## config.mk

```make
export PLATFORM = sky130hd
export DESIGN_NAME = pipeline_hazard_controller
export DESIGN_NICKNAME = d
export VERILOG_FILES = /design/src/rtl/pipeline_ctrl_pkg.sv /design/src/rtl/forward_select_unit.sv /design/src/rtl/pipeline_hazard_controller.sv
export SDC_FILE = /design/constraint.sdc
export NUM_CORES = 1
export LEC_CHECK = 0
export CAP_MARGIN = 20
export CORE_ASPECT_RATIO = 1.1
export CORE_MARGIN = 5
export CORE_UTILIZATION = 45
export DETAILED_ROUTE_END_ITERATION = 8
export DONT_BUFFER_PORTS = 1
export GPL_TIMING_DRIVEN = 0
export PLACE_DENSITY = 0.62
export SYNTH_ARGS = -nofsm -noshare
export SYNTH_HDL_FRONTEND = slang
export SYNTH_SLANG_ARGS = --single-unit
```

## constraint.sdc

```tcl
create_clock -name clock -period 2.8 [get_ports clock]
set_input_delay 0.56 -clock clock [delete_from_list [all_inputs] [get_ports clock]]
set_output_delay 0.56 -clock clock [all_outputs]
set_load 0.005 [all_outputs]
```

## src/rtl/pipeline_ctrl_pkg.sv

```systemverilog
// pipeline_ctrl_pkg: shared encodings for the pipeline hazard controller
package pipeline_ctrl_pkg;
    typedef enum logic [1:0] {
        IDLE     = 2'd0,
        DIV_BUSY = 2'd1,
        DIV_DONE = 2'd2
    } div_state_t;

    localparam logic [1:0] FWD_RF  = 2'b00;
    localparam logic [1:0] FWD_WB  = 2'b01;
    localparam logic [1:0] FWD_MEM = 2'b10;
    localparam logic [4:0] REG_ZERO = 5'd0;
endpackage

```

## src/rtl/forward_select_unit.sv

```systemverilog
// forward_select_unit: picks the freshest forwardable source for one EX operand
module forward_select_unit
    import pipeline_ctrl_pkg::*;
(
    input  logic [4:0] addr,
    input  logic [4:0] mem_rd_addr,
    input  logic       mem_rd_write_enable,
    input  logic       mem_rd_select,
    input  logic [4:0] wb_rd_addr,
    input  logic       wb_rd_write_enable,
    output logic [1:0] sel
);
    logic mem_hit, wb_hit;

    // load data in MEM is not ready yet, so only ALU results forward from MEM
    always_comb begin
        mem_hit = mem_rd_write_enable && !mem_rd_select && mem_rd_addr != REG_ZERO && mem_rd_addr == addr;
        wb_hit  = wb_rd_write_enable && wb_rd_addr != REG_ZERO && wb_rd_addr == addr;
        sel     = mem_hit ? FWD_MEM : wb_hit ? FWD_WB : FWD_RF;
    end
endmodule

```

## src/rtl/pipeline_hazard_controller.sv

```systemverilog
// pipeline_hazard_controller: stall/flush sequencing, divide hold, forwarding selects
module pipeline_hazard_controller
    import pipeline_ctrl_pkg::*;
#(
    parameter int DIV_LATENCY = 32,
    parameter int CNT_W       = 6
) (
    input  logic        clock,
    input  logic        reset,
    input  logic [4:0]  id_rs_addr,
    input  logic [4:0]  id_rt_addr,
    input  logic        id_uses_rs,
    input  logic        id_uses_rt,
    input  logic        id_branch_taken,
    input  logic [4:0]  ex_rs_addr,
    input  logic [4:0]  ex_rt_addr,
    input  logic [4:0]  ex_rd_addr,
    input  logic        ex_rd_write_enable,
    input  logic        ex_dmem_read,
    input  logic        ex_div_start,
    input  logic [4:0]  mem_rd_addr,
    input  logic        mem_rd_write_enable,
    input  logic        mem_rd_select,
    input  logic [4:0]  wb_rd_addr,
    input  logic        wb_rd_write_enable,
    output logic        pc_stall,
    output logic        if_id_stall,
    output logic        if_id_flush,
    output logic        id_ex_stall,
    output logic        id_ex_flush,
    output logic        ex_mem_flush,
    output logic        div_busy,
    output logic        div_done,
    output logic [1:0]  forward_a_sel,
    output logic [1:0]  forward_b_sel,
    output logic [31:0] stall_cycles
);
    div_state_t       state;
    logic [CNT_W-1:0] div_count;
    logic             div_stall, load_use;

    // the starting cycle already stalls, so the busy phase covers DIV_LATENCY-1 more
    always_comb begin
        div_stall    = (state == IDLE && ex_div_start) || state == DIV_BUSY;
        load_use     = ex_dmem_read && ex_rd_write_enable && ex_rd_addr != REG_ZERO &&
                       ((id_uses_rs && id_rs_addr == ex_rd_addr) || (id_uses_rt && id_rt_addr == ex_rd_addr));
        pc_stall     = div_stall || load_use;
        if_id_stall  = div_stall || load_use;
        id_ex_stall  = div_stall;
        ex_mem_flush = div_stall;
        id_ex_flush  = load_use && !div_stall;
        if_id_flush  = id_branch_taken && !load_use && !div_stall;
        div_busy     = div_stall;
        div_done     = state == DIV_DONE;
    end

    always_ff @(posedge clock or posedge reset) begin
        if (reset) begin
            state        <= IDLE;
            div_count    <= '0;
            stall_cycles <= '0;
        end else begin
            if (pc_stall)
                stall_cycles <= stall_cycles + 32'd1;
            case (state)
                IDLE: if (ex_div_start) begin
                    state     <= DIV_BUSY;
                    div_count <= CNT_W'(DIV_LATENCY - 1);
                end
                DIV_BUSY: begin
                    div_count <= div_count - CNT_W'(1);
                    if (div_count == CNT_W'(1))
                        state <= DIV_DONE;
                end
                default: state <= IDLE;
            endcase
        end
    end

    forward_select_unit u_fwd_a (
        .addr                (ex_rs_addr),
        .mem_rd_addr         (mem_rd_addr),
        .mem_rd_write_enable (mem_rd_write_enable),
        .mem_rd_select       (mem_rd_select),
        .wb_rd_addr          (wb_rd_addr),
        .wb_rd_write_enable  (wb_rd_write_enable),
        .sel                 (forward_a_sel)
    );

    forward_select_unit u_fwd_b (
        .addr                (ex_rt_addr),
        .mem_rd_addr         (mem_rd_addr),
        .mem_rd_write_enable (mem_rd_write_enable),
        .mem_rd_select       (mem_rd_select),
        .wb_rd_addr          (wb_rd_addr),
        .wb_rd_write_enable  (wb_rd_write_enable),
        .sel                 (forward_b_sel)
    );
endmodule

```

==> results_dict.tcl <==
set metrics [dict create \
    skew_ps 5.07 \
    crit_chain "or3_1 -> o311a_1 -> a21oi_4 -> buf_4 -> inv_1 -> buf_4" \
    reg2reg_depth 5 \
    avgRoutedWirePerCell_microns 17.4 \
    synth_area_per_cell_sq_um 10.4 \
    yosysSeqAreaShare 0.423 \
    clkPwrFrac 0.340 \
    num_vias 1660 \
    portBuffers 0 \
    synth_ff_type "dfrtp_1" \
    vias_per_cell 5.63 \
    timing.rr.end "stall_cycles[29]" \
    core.rowCount 27 \
    synth_fp_nets 277 \
    crit_path_max_fanout 10 \
    hpwl_microns 4000 \
    hold_class "in2async" \
    die_h_microns 86.1 \
    drive_gt1_frac 0.122 \
    r2r-start "stall_cycles[4]" \
    fin_util 0.514 \
    hold_buffers 0 \
    switching_share 0.299 \
    cts_tree "yes" \
    coreArea_sq_um 5070 \
    grt_pass1_wl_microns 8160 \
    final_cell_mix "dfrtp_1 (40), xor2_1 (33), xnor2_1 (29), nand2_1 (20), nor2_1 (11)" \
    start_util 0.467 \
    max_freq_ghz 0.415 \
    synth_edf_count 0 \
    gp_congestion 0.787 \
    final_common_cell "dfrtp_1" \
    synth_cell_types 40 \
    seq_power_share 0.435 \
    fin_ws_ps 389 \
    grt_use_total 0.152 \
    rsz0062_at_grt "no" \
    grt_pass1_vias 1715 \
    syn2layout_area_growth_pct 10.1 \
    min_period_ps 2410 \
    status "complete, no violations" \
    nets 285 \
    insertion_delay_ps 290 \
    multiInputGateArea_sq_um 1270 \
    die_x_microns 79.2 \
    clk_pin_slew_ps 80 \
    criticalPathCategory "in2out" \
    cts-root-buf "clkbuf_8" \
    synth_warnings 0 \
    p_int_mw 1.35 \
    slew_violations 0 \
    nFillCells 495 \
    io_pins 90 \
    antenna_found_initial 0 \
    end_kind "output pin" \
    antennaDiodeCount 0 \
    clock_path_buffers 2 \
    syn_inst 228 \
    power_frac_comb 0.225 \
    design_area_sq_um 2610 \
    cts_inserted_buffers 5 \
    async_reset_ff_frac 1.00 \
    dp_slack_ps 97.8 \
    required_ps 2240 \
    ir_drop_mv 0.342 \
    syn-cell-area_sq_um 2370 \
    die-area_sq_um 6810 \
    seq_area_sq_um 1000 \
    switchingPower_uw 575 \
    cts_max_level 2 \
    hold_violations 0 \
    wl_microns 5140 \
    first_iter_violations 40 \
    dr.pass1.iters 4 \
    grt_max_degree 41 \
    drc_errors 0 \
    tightest_slew_ps 844 \
    place_area_sq_um 2440 \
    cellLeakagePower_nw 1.18 \
    max_stage_delay_ps 370 \
    finalPower_mw 1.92 \
    crit_path_frequent_cell "buf_4" \
    fin_setup_tns_ps 0 \
    relSlewSlack 0.437 \
    grt_overflow 0 \
    rrSetupSlack_ps 810 \
    crit_slowest_cell "or3_1" \
    ant_nets 0 \
    crit_arrival_ps 1850 \
    synth-seq-cells 40 \
    maxCapViolCount 0 \
    cts.sinks 40 \
    setup_viol 0 \
    critPathLaunchType "primary input" \
    min_period_over_period 0.861 \
    powerDensity_nw_per_um2 737 \
]
-- power by group through the flow --
stage | clock (mW) | combinational (mW) | sequential (mW)
3_5_place_dp | 0 | 0.437 | 0.847
4_1_cts | 0.665 | 0.438 | 0.837
2_1_floorplan | 0 | 0.358 | 0.807
6_report | 0.653 | 0.433 | 0.835
3_3_place_gp | 0 | 0.422 | 0.842
5_1_grt | 0.696 | 0.490 | 0.854
-- sequential cells by signal, indices dropped and copies added (netlist names) --
name,cells
stall_cycles,32
state,2
div_count,6
-- routing by layer --
layer | part of all wire | vias to the layer above | wire length, microns | global-route usage
met1 | 0.41 | 783 | 2090 | 0.182
met2 | 0.50 | 70 | 2560 | 0.253
met5 | 0 | - | 0 | 0
met3 | 0.087 | 4 | 446 | 0.0546
li1 | - | 803 | - | -
met4 | 0.0088 | 0 | 45 | 0.0516
-- Yosys cell counts, types with 3 or more instances --
library cell / n / share of area
nand3_1: 9 / 0.019
buf_4: 6 / 0.019
o21ai_0: 5 / 0.011
nor4_1: 8 / 0.021
nor3_1: 8 / 0.017
or4_1: 4 / 0.013
nand4_1: 5 / 0.013
xor2_1: 33 / 0.12
inv_1: 8 / 0.013
nor2_1: 11 / 0.017
nand4b_1: 4 / 0.015
dfrtp_1: 40 / 0.42
ha_1: 3 / 0.016
and3_1: 3 / 0.0079
xnor2_1: 29 / 0.11
nand2_1: 20 / 0.032
-- through the flow --
step / cells / hold WS (ps)
6_report: 295 / 316
5_1_grt: 295 / 379
4_1_cts: 294 / 339
3_5_place_dp: 286 / 496
3_3_place_gp: 286 / 491
2_1_floorplan: 228 / 457
-- final cells by class --
class | count | share of cell area
Clock inverter | 3 | 0.0346
Sequential cell | 40 | 0.384
Timing Repair Buffer | 1 | 0.00288
Clock buffer | 5 | 0.0264
Multi-Input combinational cell | 172 | 0.487
Inverter | 8 | 0.0115
Buffer | 8 | 0.0259
Tap cell | 58 | 0.0278
-- critical path: cells and delay by family --
family | cells | cell delay [ps]
AOI/OAI and AO/OA | 2 | 490
buffers and inverters | 3 | 430
and+or+nand+nor | 1 | 370
-- worst max-delay path by stage --
stage	startpoint	slack (ps)	end
floorplan	ex_rd_addr[0]	370	pc_stall
global placement	ex_rd_addr[0]	130	pc_stall
detailed placement	ex_rd_addr[0]	100	pc_stall
CTS	ex_rd_addr[0]	100	pc_stall
global route	state[0]	250	pc_stall
finish	ex_rd_addr[0]	390	pc_stall
-- kinds of logic (layout without fill, tap and decap cells) --
family	count (synthesis)	after routing	share of synthesized area
simple gates	92	92	0.239
xor+xnor	62	62	0.229
flops	40	40	0.423
buf+inv	16	25	0.0412
compound gates	14	14	0.0470
fa+ha+maj	3	3	0.0159
mux	1	1	0.00476
-- repair_timing --
item | 4_1_cts | 5_1_grt
pin swaps | 0 | 0
resized for setup | 1 | 0
setup endpoints to repair | 1 | 1
buffers inserted | 0 | 1
(Power assumes the default switching activity.)
